### config.mk
export PLATFORM = sky130hd
export DESIGN_NAME = insn_fetch_flat
export DESIGN_NICKNAME = d
export VERILOG_FILES = /design/src/rtl/insn_fetch_if.sv /design/src/rtl/insn_fetch.sv /design/src/flat_wrapper.sv
export SDC_FILE = /design/constraint.sdc
export NUM_CORES = 1
export LEC_CHECK = 0
export CAP_MARGIN = 20
export CORE_MARGIN = 4
export CORE_UTILIZATION = 30
export CTS_BUF_LIST = sky130_fd_sc_hd__clkbuf_8
export DETAILED_ROUTE_END_ITERATION = 8
export HOLD_SLACK_MARGIN = 0.12
export SYNTH_ARGS = -nofsm -noshare
export SYNTH_HDL_FRONTEND = slang
export SYNTH_SLANG_ARGS = --single-unit
### constraint.sdc
create_clock -name clk -period 8.4 [get_ports clk]
set_input_delay 1.68 -clock clk [delete_from_list [all_inputs] [get_ports clk]]
set_output_delay 1.68 -clock clk [all_outputs]
set_load 0.05 [all_outputs]
### src/rtl/insn_fetch_if.sv
// Fetch-stage bus bundle: the instruction-memory request/response port and the
// decode-side instruction handshake. insn_fetch uses the master modport.
interface insn_fetch_if;
  // Handshake rule for both channels: a transfer happens on a rising edge where
  // valid (imem_req / insn_valid) and ready (imem_ready / insn_ready) are both high;
  // the data fields are meaningful only while valid is high.
  logic        imem_req;
  logic [31:0] imem_addr;
  logic        imem_ready;
  logic        imem_rvalid;
  logic [31:0] imem_rdata;
  logic        insn_valid;
  logic [31:0] insn;
  logic [31:0] insn_pc;
  logic        insn_ready;

  modport master (
    output imem_req, imem_addr, insn_valid, insn, insn_pc,
    input  imem_ready, imem_rvalid, imem_rdata, insn_ready
  );

  modport slave (
    input  imem_req, imem_addr, insn_valid, insn, insn_pc,
    output imem_ready, imem_rvalid, imem_rdata, insn_ready
  );
endinterface

### src/rtl/insn_fetch.sv
// Instruction fetch: PC walk, in-order prefetch queue and redirect flush.
// Define INSN_FETCH_BYPASS_EN to forward a response to decode the same cycle when the queue is empty.
module insn_fetch #(
  parameter int unsigned DEPTH    = 4,
  parameter logic [31:0] RESET_PC = 32'h0
) (
  input  logic         clk,
  input  logic         rst,
  input  logic         redirect,
  input  logic [31:0]  redirect_pc,
  insn_fetch_if.master bus
);
  localparam int unsigned AW = $clog2(DEPTH);
  localparam int unsigned CW = AW + 1;
  localparam logic [CW:0] DEPTH_C = (CW + 1)'(DEPTH);

  logic [31:0]   pc_q, pc_d;
  logic [CW-1:0] count_q, count_d;
  logic [CW-1:0] outst_q, outst_d;
  logic [CW-1:0] drop_q, drop_d;
  logic [AW-1:0] head_q, head_d, tail_q, tail_d;
  logic [AW-1:0] tag_rd_q, tag_rd_d, tag_wr_q, tag_wr_d;

  logic [31:0] word_q [DEPTH];
  logic [31:0] addr_q [DEPTH];
  logic [31:0] tag_q  [DEPTH];

  logic [CW:0] occupancy;
  logic        req, accept, fresh, byp, q_pop, q_push, q_nonempty;

  assign occupancy  = {1'b0, count_q} + {1'b0, outst_q};
  assign req        = !rst && !redirect && (occupancy < DEPTH_C);
  assign accept     = req && bus.imem_ready;
  // Responses landing while stale reads are pending, or during a redirect, are thrown away.
  assign fresh      = bus.imem_rvalid && (drop_q == '0) && !redirect;
  assign q_nonempty = (count_q != '0);

`ifdef INSN_FETCH_BYPASS_EN
  assign byp = fresh && !q_nonempty;
`else
  assign byp = 1'b0;
`endif

  assign q_pop  = q_nonempty && bus.insn_ready;
  assign q_push = fresh && !(byp && bus.insn_ready);

  assign bus.imem_req   = req;
  assign bus.imem_addr  = pc_q;
  assign bus.insn_valid = q_nonempty || byp;
  assign bus.insn       = q_nonempty ? word_q[head_q] : (byp ? bus.imem_rdata : 32'h0);
  assign bus.insn_pc    = q_nonempty ? addr_q[head_q] : (byp ? tag_q[tag_rd_q] : 32'h0);

  always_comb begin
    pc_d     = pc_q;
    count_d  = count_q;
    drop_d   = drop_q;
    head_d   = head_q;
    tail_d   = tail_q;
    tag_rd_d = tag_rd_q;
    tag_wr_d = tag_wr_q;
    outst_d  = outst_q + CW'(accept) - CW'(bus.imem_rvalid);
    if (accept) begin
      pc_d     = pc_q + 32'd1;
      tag_wr_d = tag_wr_q + AW'(1);
    end
    if (bus.imem_rvalid) tag_rd_d = tag_rd_q + AW'(1);
    if (redirect) begin
      // Everything still outstanding after this cycle belongs to the old stream.
      pc_d    = redirect_pc;
      count_d = '0;
      head_d  = '0;
      tail_d  = '0;
      drop_d  = outst_d;
    end else begin
      if (bus.imem_rvalid && (drop_q != '0)) drop_d = drop_q - CW'(1);
      if (q_push) tail_d = tail_q + AW'(1);
      if (q_pop)  head_d = head_q + AW'(1);
      count_d = count_q + CW'(q_push) - CW'(q_pop);
    end
  end

  always_ff @(posedge clk) begin
    if (rst) begin
      pc_q     <= RESET_PC;
      count_q  <= '0;
      outst_q  <= '0;
      drop_q   <= '0;
      head_q   <= '0;
      tail_q   <= '0;
      tag_rd_q <= '0;
      tag_wr_q <= '0;
    end else begin
      pc_q     <= pc_d;
      count_q  <= count_d;
      outst_q  <= outst_d;
      drop_q   <= drop_d;
      head_q   <= head_d;
      tail_q   <= tail_d;
      tag_rd_q <= tag_rd_d;
      tag_wr_q <= tag_wr_d;
    end
  end

  // Storage needs no reset: the pointers and count decide what is live.
  always_ff @(posedge clk) begin
    if (q_push) begin
      word_q[tail_q] <= bus.imem_rdata;
      addr_q[tail_q] <= tag_q[tag_rd_q];
    end
    if (accept) tag_q[tag_wr_q] <= pc_q;
  end
endmodule
### src/flat_wrapper.sv
// flat-port wrapper written by rule: the top's interface ports become plain ports
module insn_fetch_flat 
#(
  parameter int unsigned DEPTH    = 4,
  parameter logic [31:0] RESET_PC = 32'h0
)
  (clk, rst, redirect, redirect_pc, bus_imem_req, bus_imem_addr, bus_insn_valid, bus_insn, bus_insn_pc, bus_imem_ready, bus_imem_rvalid, bus_imem_rdata, bus_insn_ready);
  insn_fetch_if bus_i ();
  input  logic clk;
  input  logic rst;
  input  logic redirect;
  input  logic [31:0] redirect_pc;
  output wire logic [$bits(bus_i.imem_req)-1:0] bus_imem_req;
  output wire logic [$bits(bus_i.imem_addr)-1:0] bus_imem_addr;
  output wire logic [$bits(bus_i.insn_valid)-1:0] bus_insn_valid;
  output wire logic [$bits(bus_i.insn)-1:0] bus_insn;
  output wire logic [$bits(bus_i.insn_pc)-1:0] bus_insn_pc;
  input wire logic [$bits(bus_i.imem_ready)-1:0] bus_imem_ready;
  input wire logic [$bits(bus_i.imem_rvalid)-1:0] bus_imem_rvalid;
  input wire logic [$bits(bus_i.imem_rdata)-1:0] bus_imem_rdata;
  input wire logic [$bits(bus_i.insn_ready)-1:0] bus_insn_ready;
  assign bus_imem_req = bus_i.imem_req;
  assign bus_imem_addr = bus_i.imem_addr;
  assign bus_insn_valid = bus_i.insn_valid;
  assign bus_insn = bus_i.insn;
  assign bus_insn_pc = bus_i.insn_pc;
  assign bus_i.imem_ready = bus_imem_ready;
  assign bus_i.imem_rvalid = bus_imem_rvalid;
  assign bus_i.imem_rdata = bus_imem_rdata;
  assign bus_i.insn_ready = bus_insn_ready;
  insn_fetch #(.DEPTH(DEPTH), .RESET_PC(RESET_PC)) u_core (.clk(clk), .rst(rst), .redirect(redirect), .redirect_pc(redirect_pc), .bus(bus_i));
endmodule
==> run_results.csv <==
group,metric,value,unit
global_route,grt_max_degree,68,
timing,fin_ws,2.70,ns
drt,drt_iter0_drc,811,
outcome,status,"finished clean",
synthesis,synth_edf_count,384,
floorplan,core_region_area,0.0577,mm^2
synthesis,yosysTopAreaCell,"edfxtp_1",
clock_network,post_cts_resized,0,
worst_setup_path,cp_num_buf_inv,3,
timing,final-setup-viol-count,0,
layout,nFillCells,5447,
worst_setup_path,cp_slowest_stage_delay,0.86,ns
job,cap_violations,0,
synthesis,synth_nets,1066,
drt,first_pass_iters,5,
clock_network,numCtsBuffers,75,
timing,clock_skew,0.0263,ns
worst_setup_path,cp_top_family,"buffers and inverters",
synthesis,yosysUniqueCellTypes,60,
place,io_buffer_count,167,
drt,final_antenna_net_count,0,
timing,fmax,175,MHz
drt,vias_per_cell,4.89,
clock_network,insertion_delay,0.64,ns
worst_setup_path,crit_top_cell,"clkdlybuf4s50_1",
clock_network,postCtsSetupRepairBufs,0,
synthesis,syn_area_per_cell,17.9,um^2
layout,layout.nets,1270,
pwr,ir_worst_vdd,0.0952,mV
timing,relSlewSlack,0.342,
floorplan,die_y,249,um
worst_setup_path,slowest_stage,"clkdlybuf4s50_1",
drt,avgRoutedWirePerCell,20.4,um
timing,fin_crit,5.70,ns
clock_network,clkTransAtPathRegs,0.05,ns
drt,drc_errors,0,
synthesis,synth_common_cells,"edfxtp_1, mux4_2, and2_1",
timing,hold_viol_final,0,
synthesis,synth-async-reset-ratio,0,
synthesis,ys_warn_count,0,
timing,drv_slew,0,
floorplan,rows,88,
timing,fin_crit_sh,0.679,
pwr,p_per_area,230,mW/mm^2
worst_setup_path,cp_data_required_time,6.72,ns
place,dp_hpwl,24.4,mm
synthesis,synth-seq-cells,437,
floorplan,start_util,0.303,
synthesis,syn_inst,977,
clock_network,clockBufferDepth,3,
worst_setup_path,end_kind,"output port",
clock_network,cts_sinks,437,
synthesis,synth_top_area_frac,0.659,
synthesis,synthFlopType,"edfxtp_1",
worst_hold_path,worstHoldPathType,"register to register",
floorplan,io_pins,168,
worst_setup_path,setup.worst_path.start_class,"input port",
worst_setup_path,worstPathArrival,4.02,ns
timing,tightest_slew,0.979,ns
global_route,grt_pass1_vias,10200,
timing,rsz0062_at_grt,"no",
global_route,antenna_found_initial,1,
clock_network,h-tree-depth,3,
drt,routed_wl,40.8,mm
place,gp_congestion,0.804,
pwr,leakage,6.80,nW
layout,drive_gt1_frac,0.177,
floorplan,die_area,0.0622,mm^2
floorplan,dieWidth,249,um
synthesis,post-synth-top-count-cell,"edfxtp_1",
global_route,gr-total-overflow,0,
worst_setup_path,worstPathMaxFanout,45,
worst_setup_path,criticalPathCategory,"input port to output port",
clock_network,root_buffer,"clkbuf_8",
global_route,grt_pass1_wl,62.3,mm
layout,regArea,0.0126,mm^2
layout,multiInputGateArea,0.00460,mm^2
drt,num_vias,9774,
place,dp_slack,2.74,ns
clock_network,holdBufCountCts,0,
synthesis,synth_area_leaders,"edfxtp_1, mux4_2, dfxtp_1",
timing,tns,0,ns
worst_setup_path,crit_chain,"clkdlybuf4s50_1 -> buf_4 -> or2_2 -> nor3_1 -> clkdlybuf4s50_1",
synthesis,ys_seq_area_frac,0.720,
global_route,grt_usage,0.130,
clock_network,cts_tree,"built",
layout,area_growth_syn_to_layout,22.0,%
synthesis,syn_area,0.0175,mm^2
==> routing by layer <==
metal	routed length (um)	share of wire	global-route usage
met1	18500	0.45	0.177
met2	19200	0.47	0.207
met3	2200	0.054	0.0350
met4	877	0.021	0.0362
met5	0	0	0
==> area by class of cell <==
| cell class | count | area share |
|---|---|---|
| Sequential cell | 437 | 0.591 |
| Multi-Input combinational cell | 462 | 0.216 |
| Timing Repair Buffer | 181 | 0.0829 |
| Clock buffer | 76 | 0.0490 |
| Tap cell | 765 | 0.0449 |
| Clock inverter | 54 | 0.0123 |
| Inverter | 24 | 0.00422 |
| Antenna cell | 1 | 0.000117 |
==> placed cells by master, fill, tap and decap left out, drive strengths merged, types with 3 or more instances in the layout <==
master         count
and4               6
a31oi             10
a32oi              3
nor4               7
and3               9
mux4              96
xnor2             11
nand2             33
o21ai              3
a211oi             6
nor2              28
ha                17
or3                8
a21oi              7
and2              79
clkdlybuf4s50    166
dfxtp             53
nand4             19
o31ai              6
nand3             18
a2bb2oi            3
inv               54
o311ai             8
o211ai             7
clkbuf            77
clkinv            20
a22oi              3
edfxtp           384
clkinvlp           3
nor3              21
buf               14
or4               13
nor2b              6
==> worst min-delay path, delay by kind of cell (launching register included) <==
kind	cells	cell delay (ns)
AO/OA/AOI/OAI	1	0.05
AND/OR/NAND/NOR	1	0.07
flip-flops	1	0.34
==> state kept, by name (all words and copies together), names as in the netlist, named ones only <==
signal	flops
u_core.tag_wr_q	2
u_core.count_q	3
u_core.head_q	2
u_core.addr_q	128
u_core.bus.imem_addr	32
u_core.outst_q	3
u_core.tail_q	2
u_core.tag_q	128
u_core.drop_q	3
u_core.tag_rd_q	2
u_core.word_q	128
==> metrics by stage <==
step / util / instances / area [um^2] / hold slack, ns / total power [mW]
global placement: 0.347 / 1868 / 20000 / 0.485 / 3.26
floorplan: - / 977 / 17500 / 0.469 / 3.00
CTS: 0.370 / 1998 / 21300 / 0.509 / 5.00
detailed placement: 0.347 / 1868 / 20000 / 0.502 / 3.27
finish: 0.370 / 2000 / 21300 / 0.509 / 4.92
global route: 0.370 / 2000 / 21300 / 0.541 / 5.15
==> cell families after synthesis <==
family / share of synthesized area
adder cells (fa/ha/maj): 0.0145
multiplexers: 0.124
AO/OA/AOI/OAI: 0.0336
buffers and inverters: 0.0176
AND/OR/NAND/NOR: 0.0836
flip-flops: 0.720
XOR/XNOR: 0.00651
==> report_power, final <==
part	total [mW]	internal, mW	leakage [nW]	switching [mW]
Combinational	0.679	0.258	2.10	0.421
Sequential	2.53	2.47	3.93	0.0679
Clock	1.70	0.872	0.764	0.831
==> worst paths after layout <==
check                                   startpoint             endpoint  slack, ns  cells after the start
worst max-delay path                           rst         bus_imem_req       2.70                      5
worst min register to register  u_core.tag_wr_q[1]   u_core.tag_wr_q[1]       0.51                      2
worst max register to register   u_core.count_q[2]  u_core.tag_q[1][25]       4.71                      5
worst min-delay path            u_core.tag_wr_q[1]   u_core.tag_wr_q[1]       0.51                      2
No activity file was read; power rests on OpenSTA's default activity.
